[config.mk]
export PLATFORM = sky130hd
export DESIGN_NAME = bcd_display_mux
export DESIGN_NICKNAME = d
export VERILOG_FILES = /design/src/rtl/bcd_display_mux_pkg.sv /design/src/rtl/bcd_segment_decoder.sv /design/src/rtl/bcd_display_mux.sv
export SDC_FILE = /design/constraint.sdc
export NUM_CORES = 1
export LEC_CHECK = 0
export BUFFER_PORTS_ARGS = -buffer_cell sky130_fd_sc_hd__buf_4
export CORE_MARGIN = 2
export CORE_UTILIZATION = 56
export DETAILED_ROUTE_END_ITERATION = 7
export MAX_ROUTING_LAYER = met4
export PLACE_DENSITY = 0.77
export SLEW_MARGIN = 0
export SYNTH_ARGS = -nofsm -noshare
export SYNTH_HDL_FRONTEND = slang
export SYNTH_HIERARCHICAL = 1
export SYNTH_SLANG_ARGS = --single-unit
[constraint.sdc]
create_clock -name Clock -period 4.2 [get_ports Clock]
set_clock_uncertainty 0.05 [all_clocks]
set_input_delay 0.42 -clock Clock [delete_from_list [all_inputs] [get_ports Clock]]
set_output_delay 0.42 -clock Clock [all_outputs]
set_load 0.01 [all_outputs]
[src/rtl/bcd_display_mux_pkg.sv]
// Shared constants for the multiplexed BCD 7-segment display.
// Contents: default digit count, glyph width and the segment glyphs
// in {g,f,e,d,c,b,a} order, active-high.
package bcd_display_mux_pkg;

   localparam int unsigned DIGITS_DEFAULT = 5;
   localparam int unsigned SEG_W          = 7;

   localparam logic [SEG_W-1:0] SEG_0    = 7'h3F;
   localparam logic [SEG_W-1:0] SEG_1    = 7'h06;
   localparam logic [SEG_W-1:0] SEG_2    = 7'h5B;
   localparam logic [SEG_W-1:0] SEG_3    = 7'h4F;
   localparam logic [SEG_W-1:0] SEG_4    = 7'h66;
   localparam logic [SEG_W-1:0] SEG_5    = 7'h6D;
   localparam logic [SEG_W-1:0] SEG_6    = 7'h7D;
   localparam logic [SEG_W-1:0] SEG_7    = 7'h07;
   localparam logic [SEG_W-1:0] SEG_8    = 7'h7F;
   localparam logic [SEG_W-1:0] SEG_9    = 7'h6F;
   localparam logic [SEG_W-1:0] SEG_DASH = 7'h40;
   localparam logic [SEG_W-1:0] SEG_OFF  = 7'h00;

endpackage

[src/rtl/bcd_segment_decoder.sv]
// Combinational BCD nibble to 7-segment glyph decoder.
// Ports:
//   i_nibble  - BCD digit; values 10..15 are treated as invalid
//   o_glyph_c - {g,f,e,d,c,b,a} active-high glyph; dash for invalid nibbles
module bcd_segment_decoder
   import bcd_display_mux_pkg::*;
(
   input  logic [3:0]       i_nibble,
   output logic [SEG_W-1:0] o_glyph_c
);

   always_comb begin
      o_glyph_c = SEG_DASH;
      case (i_nibble)
         4'd0:    o_glyph_c = SEG_0;
         4'd1:    o_glyph_c = SEG_1;
         4'd2:    o_glyph_c = SEG_2;
         4'd3:    o_glyph_c = SEG_3;
         4'd4:    o_glyph_c = SEG_4;
         4'd5:    o_glyph_c = SEG_5;
         4'd6:    o_glyph_c = SEG_6;
         4'd7:    o_glyph_c = SEG_7;
         4'd8:    o_glyph_c = SEG_8;
         4'd9:    o_glyph_c = SEG_9;
         default: o_glyph_c = SEG_DASH;
      endcase
   end

endmodule

[src/rtl/bcd_display_mux.sv]
// Time-multiplexed 7-segment driver for a packed BCD word.
// New values are buffered and only applied on the last cycle of a scan frame,
// so a frame is always drawn from one consistent value.
// Ports:
//   Clock, Reset - system clock, synchronous active-high reset
//   BCD_i        - packed BCD, digit 0 (units) in [3:0]
//   Load_i       - one-cycle strobe capturing BCD_i
//   LZBlank_i    - 1 = suppress leading zeros (sampled live)
//   Anodes_o     - one-hot active-high digit enable (registered)
//   Segments_o   - {g,f,e,d,c,b,a} active-high (registered)
//   Update_o     - one-cycle pulse when a new value reaches the display
module bcd_display_mux
   import bcd_display_mux_pkg::*;
#(
   parameter int unsigned DIGITS       = DIGITS_DEFAULT,
   parameter int unsigned DIGIT_CYCLES = 200,
   parameter int unsigned GHOST_CYCLES = 4
) (
   input  logic                Clock,
   input  logic                Reset,
   input  logic [4*DIGITS-1:0] BCD_i,
   input  logic                Load_i,
   input  logic                LZBlank_i,
   output logic [DIGITS-1:0]   Anodes_o,
   output logic [SEG_W-1:0]    Segments_o,
   output logic                Update_o
);

   localparam int unsigned BCD_W  = 4 * DIGITS;
   localparam int unsigned SLOT_W = (DIGIT_CYCLES > 1) ? $clog2(DIGIT_CYCLES) : 1;
   localparam int unsigned IDX_W  = (DIGITS > 1) ? $clog2(DIGITS) : 1;

   localparam logic [SLOT_W-1:0] SLOT_LAST  = SLOT_W'(DIGIT_CYCLES - 1);
   localparam logic [SLOT_W-1:0] SLOT_GHOST = SLOT_W'(GHOST_CYCLES);
   localparam logic [IDX_W-1:0]  IDX_LAST   = IDX_W'(DIGITS - 1);

   logic [SLOT_W-1:0] r_slot_cnt;
   logic [IDX_W-1:0]  r_digit_idx;
   logic [BCD_W-1:0]  r_pending;
   logic              r_pending_valid;
   logic [BCD_W-1:0]  r_display;
   logic [DIGITS-1:0] r_anodes;
   logic [SEG_W-1:0]  r_segments;
   logic              r_update;

   logic              w_slot_end;
   logic              w_boundary;
   logic              w_ghost;
   logic [3:0]        w_nibble;
   logic [SEG_W-1:0]  w_glyph;
   logic [DIGITS-1:0] w_upper_zero;
   logic              w_blank;
   logic [DIGITS-1:0] w_anode_onehot;

   assign w_slot_end     = (r_slot_cnt == SLOT_LAST);
   assign w_boundary     = w_slot_end && (r_digit_idx == IDX_LAST);
   assign w_ghost        = (r_slot_cnt < SLOT_GHOST);
   assign w_anode_onehot = DIGITS'(1) << r_digit_idx;

   // Nibble of the display register for the digit currently being scanned.
   always_comb begin
      w_nibble = 4'h0;
      for (int unsigned k = 0; k < DIGITS; k++) begin
         if (r_digit_idx == IDX_W'(k)) begin
            w_nibble = r_display[4*k +: 4];
         end
      end
   end

   // w_upper_zero[k]: digits k..DIGITS-1 are all zero (invalid nibbles are nonzero).
   always_comb begin
      w_upper_zero = '0;
      for (int unsigned k = 0; k < DIGITS; k++) begin
         w_upper_zero[k] = ((r_display >> (4*k)) == '0);
      end
   end

   // Units digit always shows, so a zero value still displays "0".
   assign w_blank = LZBlank_i && (r_digit_idx != '0) && w_upper_zero[r_digit_idx];

   bcd_segment_decoder u_decoder (
      .i_nibble  (w_nibble),
      .o_glyph_c (w_glyph)
   );

   // Scan counters, load buffering and registered display outputs.
   always_ff @(posedge Clock) begin
      if (Reset) begin
         r_slot_cnt      <= '0;
         r_digit_idx     <= '0;
         r_pending       <= '0;
         r_pending_valid <= 1'b0;
         r_display       <= '0;
         r_anodes        <= '0;
         r_segments      <= SEG_OFF;
         r_update        <= 1'b0;
      end else begin
         if (w_slot_end) begin
            r_slot_cnt  <= '0;
            r_digit_idx <= (r_digit_idx == IDX_LAST) ? '0 : r_digit_idx + IDX_W'(1);
         end else begin
            r_slot_cnt  <= r_slot_cnt + SLOT_W'(1);
         end

         // A load landing on the boundary itself bypasses the pending register.
         r_update <= 1'b0;
         if (w_boundary) begin
            if (Load_i) begin
               r_display <= BCD_i;
               r_update  <= 1'b1;
            end else if (r_pending_valid) begin
               r_display <= r_pending;
               r_update  <= 1'b1;
            end
            r_pending_valid <= 1'b0;
         end else if (Load_i) begin
            r_pending       <= BCD_i;
            r_pending_valid <= 1'b1;
         end

         if (w_ghost) begin
            r_anodes   <= '0;
            r_segments <= SEG_OFF;
         end else begin
            r_anodes   <= w_anode_onehot;
            r_segments <= w_blank ? SEG_OFF : w_glyph;
         end
      end
   end

   assign Anodes_o   = r_anodes;
   assign Segments_o = r_segments;
   assign Update_o   = r_update;

endmodule

# ---- Word-level counts from Yosys, hierarchy flattened
# Memories as Yosys holds them, arrays and structs flattened. A register that Yosys moved wholly into a read port is not among the register bits.
# Index checks and enable logic that the tools add are counted.
dict set report word_totals {
  regBits 58
  latchBits 0
  ramBits 0
  romBits 112
  output_inout_bits 13
  word_cells 49
  mem_count 1
}
# memory depth word_bits rd rd_ports_with_merged_regs write_ports line_no
set mem_list {}
lappend mem_list {{(name not given)} 16 7 1 1 0 bcd_segment_decoder.sv:14} ;# case (i_nibble)
dict set report op_classes {
  addsub 2
  n_mul 0
  div 0
  magnitude_cmp 2
  eq_ne 5
  shift 1
  muxes 12
  bitwise_logic 1
  n_reduce_logical 18
}
# operator count
set op_table {}
lappend op_table {{$logic_not A20 Y1} 5}
lappend op_table {{$mux W20} 2}
lappend op_table {{$mux W4} 5}
lappend op_table {{$add A8 B1 Y8 const B} 1}
lappend op_table {{$eq A8 B8 Y1 const B} 1}
lappend op_table {{$lt A8 B3 Y1 const B} 1}
lappend op_table {{$reduce_or A2 Y1} 4}
lappend op_table {{$eq A3 B2 Y1 const B} 2}
lappend op_table {{$shl A1 B3 Y5 const A} 1}
lappend op_table {{$lt A3 B4 Y1 const B} 1}
lappend op_table {{$reduce_and A2 Y1} 2}
lappend op_table {{$add A3 B1 Y3 const B} 1}
lappend op_table {{$bmux W1 S3} 1}
lappend op_table {{$eq A3 B1 Y1 const B} 1}
lappend op_table {{$eq A3 B3 Y1 const B} 1}
lappend op_table {{$logic_and A1 B1 Y1} 3}
lappend op_table {{$logic_not A3 Y1} 1}
lappend op_table {{$mux W1} 3}
lappend op_table {{$mux W3} 1}
lappend op_table {{$reduce_bool A3 Y1} 1}
lappend op_table {{$reduce_or A3 Y1} 1}
lappend op_table {{$reduce_bool A2 Y1} 1}
lappend op_table {{$not A1 Y1} 1}

# ---- Logic depth before layout (Yosys ltp)
# Gate-level depths: netlist of run 1.
dict set report depth {
  depth_word 6
  ltp_mapped 13
  ltp_nobuf 11
}

# ---- By module
# Netlist of run 1, hierarchy kept.
# mod instances cells_each area_per_inst_um2 seq_area_each_um2
set modules_own_cells {}
lappend modules_own_cells {bcd_display_mux 1 302 2919.0 1301.2}
lappend modules_own_cells {bcd_segment_decoder 1 30 247.7 0.0}

# ---- Worst setup path after synthesis of run 1
# No wires, ideal clock.
dict set report synth_timing {
  path_kind {reg-to-reg}
  from {register r_digit_idx[2]}
  to {register r_segments[5] (netlist: Segments_o[5])}
  t_arrival_ns 2.574
  path_slack_ns 1.433
  path_stages_with_launch 13
  n_path_buf 2
  synth_period_minus_slack_ns 2.767
  cell_sequence {dfxtp_1 -> clkbuf_1 -> inv_1 -> ha_1 -> clkbuf_1 -> a21oi_1 -> a21boi_0 -> o21ai_0 -> inv_1 -> ha_1 -> and2b_1 -> o31a_1 -> a21boi_0}
}
dict set report synth_via {
  elab_chain_len 6
  elab_cells_between_ends 16
  cone_classes {eq/ne: 4; mux: 7; reduce/logical: 5}
}
# element line_no
set synth_rtl {}
lappend synth_rtl {{start: declaration} bcd_display_mux.sv:38} ;# logic [IDX_W-1:0] r_digit_idx;
lappend synth_rtl {{start signal: assignment} bcd_display_mux.sv:100} ;# r_digit_idx <= (r_digit_idx == IDX_LAST) ? '0 : r_digit_idx + IDX_W'(1);
lappend synth_rtl {{$logic_not A3 Y1} bcd_display_mux.sv:64} ;# if (r_digit_idx == IDX_W'(k)) begin
lappend synth_rtl {{$mux W4 (4 in series)} bcd_display_mux.sv:64}
lappend synth_rtl {{$mux W4 *} bcd_display_mux.sv:64}
lappend synth_rtl {{named net w_nibble[1]} bcd_display_mux.sv:49} ;# logic [3:0] w_nibble;
lappend synth_rtl {{end: declaration} bcd_display_mux.sv:43} ;# logic [SEG_W-1:0] r_segments;
# The timed path passes the listed nets; every way through them passes the cells marked *. The select of a mux whose other input is x is not followed.
# A chain may end at the register's enable or synchronous reset.

# ---- Worst setup path after layout of run 1
dict set report layout_timing {
  from {register r_digit_idx[1]}
  to {register r_pending[0]}
}
dict set report layout_via {
  elab_chain_len 4
}
# element line_no
set layout_rtl {}
lappend layout_rtl {{$eq A3 B3 Y1} bcd_display_mux.sv:56} ;# assign w_boundary = w_slot_end && (r_digit_idx == IDX_LAST);
lappend layout_rtl {{$logic_and A1 B1 Y1} bcd_display_mux.sv:56}
lappend layout_rtl {{$not A1 Y1 (no source line)} --}
lappend layout_rtl {{$reduce_and A2 Y1 (no source line)} --}
lappend layout_rtl {{end signal: assignment} bcd_display_mux.sv:117} ;# r_pending <= BCD_i;
lappend layout_rtl {{end: declaration} bcd_display_mux.sv:39} ;# logic [BCD_W-1:0] r_pending;
# Every way passes these cells.

==> results of run 1 <==
-- registers in the layout (all words and copies together), names as in the netlist --
name             flops
Anodes_o             5
Segments_o           7
Update_o             1
r_pending           20
r_digit_idx          3
r_slot_cnt           8
r_display           20
r_pending_valid      1
-- area by class of cell --
type	count	area [um^2]	area share (%)
multi-input cells	233	1705	46.74
flip-flops and latches	65	1301	35.67
repair buffers	42	315.3	8.642
clock buffers	12	155.1	4.252
well taps	72	90.09	2.469
inverters	11	41.29	1.132
clock inverters	3	40.04	1.097
-- power groups by stage --
| stage | combinational [mW] | sequential [mW] | clock (mW) |
|---|---|---|---|
| after CTS | 0.0888 | 0.642 | 0.538 |
| after global placement | 0.0870 | 0.655 | 0 |
| after floorplan | 0.0564 | 0.655 | 0 |
| after detailed placement | 0.0882 | 0.656 | 0 |
| after global routing | 0.0970 | 0.643 | 0.559 |
| final | 0.0879 | 0.642 | 0.526 |
-- through the flow --
step | setup WS [ns] | utilization (%) | std cells | cell area (um^2)
after CTS | 1.290 | 66.67 | 438 | 3649
final | 1.310 | 66.67 | 438 | 3649
after global placement | 1.376 | 63.10 | 423 | 3453
after detailed placement | 1.307 | 63.10 | 423 | 3453
after global routing | 1.041 | 66.67 | 438 | 3649
after floorplan | 1.433 | - | 332 | 3167
-- synth_stat cells, types with 4 or more instances --
cell type | number | area share [%]
a31oi_1 | 4 | 0.79
and3_1 | 5 | 0.99
nor4_1 | 5 | 0.99
xor2_1 | 4 | 1.1
dfxtp_1 | 65 | 41
inv_1 | 11 | 1.3
clkbuf_1 | 14 | 1.7
nor2b_1 | 6 | 1.2
buf_4 | 4 | 0.95
a211oi_2 | 19 | 7.5
mux2i_1 | 40 | 13
a21oi_1 | 12 | 1.9
nor3_1 | 6 | 0.95
ha_1 | 12 | 4.7
a21boi_0 | 10 | 2.4
nor2_1 | 52 | 6.2
o21ai_0 | 12 | 1.9
nand3_1 | 7 | 1.1
nand2_1 | 10 | 1.2
buf_6 | 4 | 1.4
-- final timing paths --
kind	start	to	slack, ns	depth (start not counted)
max	r_digit_idx[1]$_SDFFE_PP0N_	r_pending[0]$_SDFFE_PP0P_	1.31	7
min	BCD_i[1]	r_pending[1]$_SDFFE_PP0P_	0.27	3
max reg2reg	r_digit_idx[1]$_SDFFE_PP0N_	r_pending[0]$_SDFFE_PP0P_	1.31	7
min reg2reg	r_slot_cnt[0]$_SDFF_PP0_	r_slot_cnt[0]$_SDFF_PP0_	0.41	1
-- cells in the final DEF (no fill, tap or decap), drive strengths merged, types with 11 or more instances in the layout --
master and instances:
dfxtp 65, nor2 52, ha 12, a21oi 12, inv 11, buf 42, o21ai 12, a211oi 21
clkbuf 12, mux2i 40
-- routing by layer --
layer / GRT usage (%) / vias up
met5: - / -
met4: 10.86 / 0
met3: 4.091 / 12
met2: 32.80 / 41
met1: 27.95 / 1147
li1: - / 1236
-- cell families (layout without fill, tap and decap cells) --
family	count (synthesis)	after routing	share of synthesized area (%)
AOI/OAI and AO/OA	71	71	18.29
xor gates and xnor gates	6	6	1.659
adders and majority gates	12	12	4.741
buffers and inverters	34	68	5.492
DFF	65	65	41.09
muxes	41	41	13.00
and+or+nand+nor	103	103	15.73
-- worst max-delay path: stages (launching register included) --
cell and delay, ns:
dfxtp_1 0.39, inv_1 0.13, ha_1 0.47, nand2_1 0.32, o31ai_4 0.75, buf_4 0.34
mux2i_1 0.24, nor2_1 0.05
==> results.sh, run 1 <==
export IMPL_postSynthAreaPerCell_um2=9.539
export IMPL_peakVddDrop_mv=0.2523
export IMPL_drtIter0Drc=151
export IMPL_clockBufferDepth=2
export IMPL_hp_class="in2reg"
export IMPL_finalSetupTns_ns=0
export IMPL_grt_antenna_before_repair=0
export IMPL_p_clk_share_pct=41.9
export IMPL_max_freq_mhz=346.0
export IMPL_grt_total_usage_pct=21.71
export IMPL_fp_coreArea_mm2=0.005473
export IMPL_area_delta_synth_final_pct=15.21
export IMPL_ys_flop_type="dfxtp_1"
export IMPL_synth_warning_count=6
export IMPL_hold_violations=0
export IMPL_async_reset_ff_share_pct=0
export IMPL_io_pin_count=37
export IMPL_routed_top_layer="met4"
export IMPL_die_x_um=79.20
export IMPL_die_y_um=79.20
export IMPL_synth_distinct_cells=42
export IMPL_leakagePower_nw=1.489
export IMPL_max_slew_worst_pin_slew_ns=0.9034
export IMPL_cp_end_kind="flop"
export IMPL_clock_sinks=65
export IMPL_p_sw_mw=0.2783
export IMPL_postSynthCellCount=332
export IMPL_grt_overflow=0
export IMPL_whs_ns=0.2653
export IMPL_switching_share_pct=22.16
export IMPL_start_util_pct=57.86
export IMPL_hpwl_um=4277
export IMPL_syn_nets=368
export IMPL_drv_slew=0
export IMPL_portBuffers=36
export IMPL_synth_edf_count=0
export IMPL_finalCritPeriodShare_pct=68.82
export IMPL_drive_gt1_share_pct=22.13
export IMPL_ant_nets=0
export IMPL_insertion_delay_ns=0.34
export IMPL_dr_wl_met2_um=2766
export IMPL_combPwrFrac_pct=7.0
export IMPL_slew_headroom_pct=39.26
export IMPL_grt_pass1_vias=2286
export IMPL_seq_area_frac_synth_pct=41.09
export IMPL_drt_met1_wl_um=3111
export IMPL_dr_pass1_iters=4
export IMPL_post_route_drc_count=0
export IMPL_setup_viol=0
export IMPL_htree_levels=3
export IMPL_intPower_mw=0.9775
export IMPL_critPathLaunchType="flop"
export IMPL_syn_area_mm2=0.003167
export IMPL_routed_wl_um=6212
export IMPL_cts_tree="done"
export IMPL_crit_fanout=16
export IMPL_final_nets=398
export IMPL_status="finished, final reports clean"
export IMPL_worst_setup_path_type="reg2reg"
export IMPL_min_period_ns=2.891
export IMPL_vias_per_cell=5.562
export IMPL_cts_root_buf="clkbuf_8"
export IMPL_diodes=0
export IMPL_grt_setup_unrepaired="false"
export IMPL_grt_pass1_wl_um=10350
export IMPL_worstPathRequired_ns=4.36
export IMPL_cap_violations=0
export IMPL_cts_buffers=9
export IMPL_powerDensity_mw_per_mm2=344.2
export IMPL_yosys_register_bits=65
export IMPL_place_gp_congestion=0.9285
export IMPL_num_fill_cells=465
export IMPL_clk_pin_slew_ns=0.07
export IMPL_cts_repair_resize_count=0
export IMPL_postCtsSetupBuffers=0
export IMPL_fp_dieArea_mm2=0.006273
export IMPL_vias=2436
export IMPL_grt_max_degree=56
export IMPL_rows=27
export IMPL_power_frac_seq_pct=51.1
export IMPL_wl_per_cell_um=14.18
export IMPL_power_total_mw=1.256
export IMPL_holdBufCountCts=0
export IMPL_dr_wl_met3_um=205
export IMPL_cp_arrival_ns=3.05
(Power assumes the default switching activity.)
==> run 2, diff against run 1 <==
- clock period: 4.2 -> 2.7 ns (I/O delays scaled with it)
==> run 2 against run 1 <==
Register-to-register slack lost 1.1 ns. Setup slack got worse by 1.1 ns. Sequential power grew 55%. Critical path depth rose by 3. Via count stayed put. Flip-flop and latch count unchanged. Critical path type unchanged. Largest cell class unchanged. Highest routed layer unchanged.
==> results.sh, run 2 (same netlist as run 1, synthesis figures left out) <==
export IMPL_slew_headroom_pct=56.22
export IMPL_vias_per_cell=5.462
export IMPL_reg_top3="r_display x20, r_pending x20, r_slot_cnt x8"
export IMPL_multi_input_area_mm2=0.001705
export IMPL_critPathLaunchType="flop"
export IMPL_cts_root_buf="clkbuf_8"
export IMPL_vias=2436
export IMPL_ant_nets=0
export IMPL_io_pin_count=37
export IMPL_worstPathRequired_ns=2.90
export IMPL_status="finished, final reports clean"
export IMPL_fp_dieArea_mm2=0.006273
export IMPL_rows=27
export IMPL_die_y_um=79.20
export IMPL_wl_per_cell_um=13.51
export IMPL_area_delta_synth_final_pct=16.99
export IMPL_place_gp_congestion=0.9214
export IMPL_dr_pass1_iters=4
export IMPL_max_slew_worst_pin_slew_ns=0.6567
export IMPL_slowest_stage="dfxtp_2"
export IMPL_grt_setup_unrepaired="false"
export IMPL_cts_buffers=9
export IMPL_r2r_cells=10
export IMPL_grt_overflow=0
export IMPL_clockBufferDepth=2
export IMPL_drive_gt1_share_pct=24.33
export IMPL_crit_chain="inv_1, ha_1, nand3b_1, a311oi_1, a21oi_1, o21ai_0, buf_4, mux2_2, o22ai_1, a21boi_0"
export IMPL_grt_total_usage_pct=21.12
export IMPL_hpwl_um=4283
export IMPL_pre_cts_slack_ns=0.1042
export IMPL_mostFrequentLayoutCells="dfxtp_1, nor2_1, buf_4"
export IMPL_hp_class="in2reg"
export IMPL_power_total_mw=1.911
export IMPL_reg2reg_to="Segments_o[0]$_SDFF_PP0_"
export IMPL_clk_pin_slew_ns=0.07
export IMPL_start_util_pct=57.86
export IMPL_htree_levels=3
export IMPL_drv_slew=0
export IMPL_fin_util_pct=67.70
export IMPL_setup_viol=0
export IMPL_max_freq_mhz=403.8
export IMPL_clock_sinks=65
export IMPL_grt_antenna_before_repair=0
export IMPL_grt_pass1_vias=2239
export IMPL_seqCellArea_mm2=0.001303
export IMPL_cp_arrival_ns=2.67
export IMPL_crit_fanout=10
export IMPL_finalInstanceArea_mm2=0.003705
export IMPL_cp_end_kind="flop"
export IMPL_finalSetupTns_ns=0
export IMPL_min_period_ns=2.476
export IMPL_routed_wl_um=6024
export IMPL_crit_path_max_incr_delay_ns=0.41
export IMPL_final_nets=407
export IMPL_hold_violations=0
export IMPL_cap_violations=0
export IMPL_powerDensity_mw_per_mm2=515.9
export IMPL_leakagePower_nw=1.531
export IMPL_grt_pass1_wl_um=10260
export IMPL_portBuffers=36
export IMPL_insertion_delay_ns=0.33
export IMPL_cts_tree="done"
export IMPL_peakVddDrop_mv=0.4721
export IMPL_num_fill_cells=479
export IMPL_layout_commonest_cell="dfxtp_1"
export IMPL_fin_ws_ns=0.2236
export IMPL_cp_endpoint="Segments_o[0]$_SDFF_PP0_"
export IMPL_rrSetupSlack_ns=0.22
export IMPL_diodes=0
export IMPL_cp_startpoint="r_digit_idx[1]$_SDFFE_PP0N_"
export IMPL_drtIter0Drc=198
export IMPL_r2r_start="r_digit_idx[1]$_SDFFE_PP0N_"
export IMPL_grt_max_degree=56
export IMPL_finalCritPeriodShare_pct=91.72
export IMPL_post_route_drc_count=0
export IMPL_die_x_um=79.20
export IMPL_fp_coreArea_mm2=0.005473
export IMPL_worst_setup_path_type="reg2reg"
export IMPL_dpl_cell_area_mm2=0.003498
## run 2: cell type report
cell class,instances,share of cell area (%)
flip-flops and latches,65,35.16
repair buffers,51,10.33
inverters,11,1.114
clock buffers,10,3.715
multi-input cells,233,46.03
clock inverters,4,1.216
well taps,72,2.432
## run 2: where the power goes
group | total (mW) | internal, mW | leakage [nW] | switching (mW)
Combinational | 0.138 | 0.0671 | 0.904 | 0.0709
Clock | 0.775 | 0.436 | 0.0978 | 0.339
Sequential | 0.998 | 0.986 | 0.529 | 0.0127
Total | 1.91 | 1.49 | 1.53 | 0.422
## run 2: how the worst min path moves through the flow
| stage | from | end | slack, ns | cells after the start |
|---|---|---|---|---|
| global route | BCD_i[13] | r_pending[13]$_SDFFE_PP0P_ | 0.13 | 3 |
| detailed placement | r_slot_cnt[0]$_SDFF_PP0_ | r_slot_cnt[0]$_SDFF_PP0_ | 0.39 | 1 |
| finish | BCD_i[10] | r_pending[10]$_SDFFE_PP0P_ | 0.13 | 3 |
| global placement | r_slot_cnt[0]$_SDFF_PP0_ | r_slot_cnt[0]$_SDFF_PP0_ | 0.38 | 1 |
| floorplan | BCD_i[0] | r_pending[0]$_SDFFE_PP0P_ | 0.36 | 2 |
| CTS | BCD_i[13] | r_pending[13]$_SDFFE_PP0P_ | 0.13 | 3 |
## run 2: worst max-delay path, delay by kind of cell (launching register included)
family	cells	cell delay (ns)
adder cells (fa/ha/maj)	1	0.26
flip-flops	1	0.41
AND/OR/NAND/NOR	1	0.20
multiplexers	1	0.34
AO/OA/AOI/OAI	5	0.88
buffers and inverters	2	0.26
## run 2: per-stage QoR
stage	hold slack [ns]	std cells
CTS	0.1266	443
global placement	0.3789	429
finish	0.1302	446
floorplan	0.3639	332
global route	0.1284	446
detailed placement	0.3901	429
## run 2: per-layer routing
layer / GRT usage [%] / wire length (um)
met1: 28.44 / 2902
met2: 31.61 / 2743
met3: 4.432 / 336
met4: 7.414 / 42
met5: - / 0
## run 2: what timing repair did
item,in CTS,in global routing
buffers inserted,0,3
hold buffers,0,0
setup endpoints to repair,0,3
resized for setup,0,1
==> run 3, diff against run 2 <==
- clock period: 2.7 -> 3.1 ns (I/O delays scaled with it)
==> run 3 against run 2 <==
Sequential power fell by 13%. Utilization decreased by 0.71 points. Cell count fell by 1.3%. Maximum frequency shrank 9.7%. Sequential share of layout area grew 0.34 points. Flip-flop and latch count stayed put. Register-to-register slack better by 0.13 ns. First-iteration DRC count decreased by 30%. Worst hold slack better by 0.036 ns.
==> results.sh, run 3 (same netlist as run 1, synthesis figures left out) <==
export IMPL_routed_wl_um=6224
export IMPL_hold_depth=3
export IMPL_finalSetupTns_ns=0
export IMPL_r2r_start="r_digit_idx[1]$_SDFFE_PP0N_"
export IMPL_place_gp_congestion=0.9225
export IMPL_cp_end_kind="flop"
export IMPL_portBuffers=36
export IMPL_crit_path_max_incr_delay_ns=0.49
export IMPL_clock_sinks=65
export IMPL_critPathTopFamily="compound AO/OA/AOI/OAI gates"
export IMPL_clk_pin_slew_ns=0.07
export IMPL_finalInstanceArea_mm2=0.003666
export IMPL_vias=2424
export IMPL_dr_pass1_iters=4
export IMPL_rows=27
export IMPL_cpMostUsedCell="ha_1"
export IMPL_status="finished, final reports clean"
export IMPL_p_clk_share_pct=41.8
export IMPL_cts_buffers=9
export IMPL_clockBufferDepth=2
export IMPL_area_delta_synth_final_pct=15.76
export IMPL_die_y_um=79.20
export IMPL_leakagePower_nw=1.498
export IMPL_reg_top3="r_display x20, r_pending x20, r_slot_cnt x8"
export IMPL_hold_path_endpoint="r_pending[3]$_SDFFE_PP0P_"
export IMPL_htree_levels=3
export IMPL_drtIter0Drc=138
export IMPL_diodes=0
export IMPL_io_pin_count=37
export IMPL_cap_violations=0
export IMPL_hold_violations=0
export IMPL_peakVddDrop_mv=0.3161
export IMPL_fp_coreArea_mm2=0.005473
export IMPL_slowest_stage="dfxtp_1"
export IMPL_insertion_delay_ns=0.33
export IMPL_cts_root_buf="clkbuf_8"
export IMPL_cp_arrival_ns=2.88
export IMPL_ant_nets=0
export IMPL_combPwrFrac_pct=7.1
export IMPL_grt_max_degree=56
export IMPL_grt_setup_unrepaired="false"
export IMPL_crit_buf_inv=1
export IMPL_grt_pass1_wl_um=10510
export IMPL_finalCritPeriodShare_pct=88.50
export IMPL_crit_chain="ha_1, ha_1, nand2_1, a21boi_0, o21ai_0, inv_1, ha_1, and2b_1, o31a_1, a21boi_0"
export IMPL_drv_slew=0
export IMPL_crit_fanout=10
export IMPL_worstPathRequired_ns=3.23
export IMPL_critPathLaunchType="flop"
export IMPL_wl_per_cell_um=14.15
export IMPL_reg2reg_to="Segments_o[5]$_SDFF_PP0_"
export IMPL_rrSetupSlack_ns=0.36
export IMPL_stdcell_count=440
export IMPL_power_frac_seq_pct=51.1
export IMPL_dp_cells=425
export IMPL_worst_setup_path_type="reg2reg"
export IMPL_cts_tree="done"
export IMPL_mostFrequentLayoutCells="dfxtp_1, nor2_1, buf_4"
export IMPL_final_nets=400
export IMPL_slew_headroom_pct=44.99
export IMPL_fp_dieArea_mm2=0.006273
export IMPL_grt_antenna_before_repair=0
export IMPL_drive_gt1_share_pct=22.83
export IMPL_max_freq_mhz=364.5
export IMPL_min_period_ns=2.743
export IMPL_start_util_pct=57.86
export IMPL_setup_viol=0
export IMPL_postCtsSetupBuffers=0
export IMPL_switching_share_pct=22.05
export IMPL_min_from="BCD_i[3]"
export IMPL_max_slew_worst_pin_slew_ns=0.8181
export IMPL_grt_overflow=0
export IMPL_post_route_drc_count=0
export IMPL_hpwl_um=4369
export IMPL_grt_pass1_vias=2299
export IMPL_fin_util_pct=66.99
export IMPL_layout_commonest_cell="dfxtp_1"
export IMPL_r2r_cells=10
export IMPL_vias_per_cell=5.509
export IMPL_powerDensity_mw_per_mm2=463.8
export IMPL_intPower_mw=1.325
export IMPL_dpl_cell_area_mm2=0.003468
export IMPL_grt_total_usage_pct=22.06
export IMPL_die_x_um=79.20
export IMPL_p_sw_mw=0.3750
export IMPL_hp_class="in2reg"
-- run 3: routing by layer --
layer  wire length (um)  share of wire [%]  GRT usage, %
met5                  0                  0             -
met3                251                4.0         5.795
met2               2841                 46         33.73
met4                 70                1.1         7.759
met1               3062                 49         28.38
-- run 3: stage by stage --
stage | hold slack, ns | total power [mW] | worst slack (ns)
4_1_cts | 0.1561 | 1.714 | 0.2645
6_report | 0.1659 | 1.700 | 0.3566
3_3_place_gp | 0.3794 | 1.005 | 0.3929
2_1_floorplan | 0.3697 | 0.9641 | 0.3325
5_1_grt | 0.1561 | 1.763 | 0.07489
3_5_place_dp | 0.3974 | 1.010 | 0.2644
-- run 3: worst max path at each step --
stage	startpoint	to	slack (ns)	depth (start not counted)
CTS	r_digit_idx[0]$_SDFFE_PP0N_	Segments_o[5]$_SDFF_PP0_	0.26	11
finish	r_digit_idx[1]$_SDFFE_PP0N_	Segments_o[5]$_SDFF_PP0_	0.36	10
detailed placement	r_digit_idx[0]$_SDFFE_PP0N_	Segments_o[5]$_SDFF_PP0_	0.26	11
global placement	r_digit_idx[0]$_SDFFE_PP0N_	Segments_o[5]$_SDFF_PP0_	0.39	11
floorplan	r_digit_idx[2]$_SDFFE_PP0N_	Segments_o[5]$_SDFF_PP0_	0.33	12
global route	r_digit_idx[1]$_SDFFE_PP0N_	Segments_o[5]$_SDFF_PP0_	0.07	10
-- run 3: worst min-delay path, stage by stage --
cell     delay (ns)
buf_4          0.08
mux2i_1        0.05
nor2_1         0.07
-- run 3: cell type report --
| cell class | instances | area [um^2] |
|---|---|---|
| fillers | 465 | 1807 |
| multi-input cells | 233 | 1708 |
| well taps | 72 | 90.09 |
| clock buffers | 12 | 155.1 |
| flip-flops and latches | 65 | 1301 |
| repair buffers | 44 | 330.3 |
| clock inverters | 3 | 40.04 |
| inverters | 11 | 41.29 |
-- run 3: what timing repair did --
| action | 4_1_cts | 5_1_grt |
|---|---|---|
| hold buffers | 0 | 0 |
| setup endpoints to repair | 0 | 1 |
| gates resized for setup | 0 | 1 |
-- run 3: power groups by stage --
stage	Sequential [mW]	Clock (mW)	Combinational [mW]
2_1_floorplan	0.888	0	0.0764
3_3_place_gp	0.887	0	0.119
3_5_place_dp	0.888	0	0.121
4_1_cts	0.870	0.723	0.122
5_1_grt	0.871	0.759	0.133
6_report	0.869	0.711	0.120
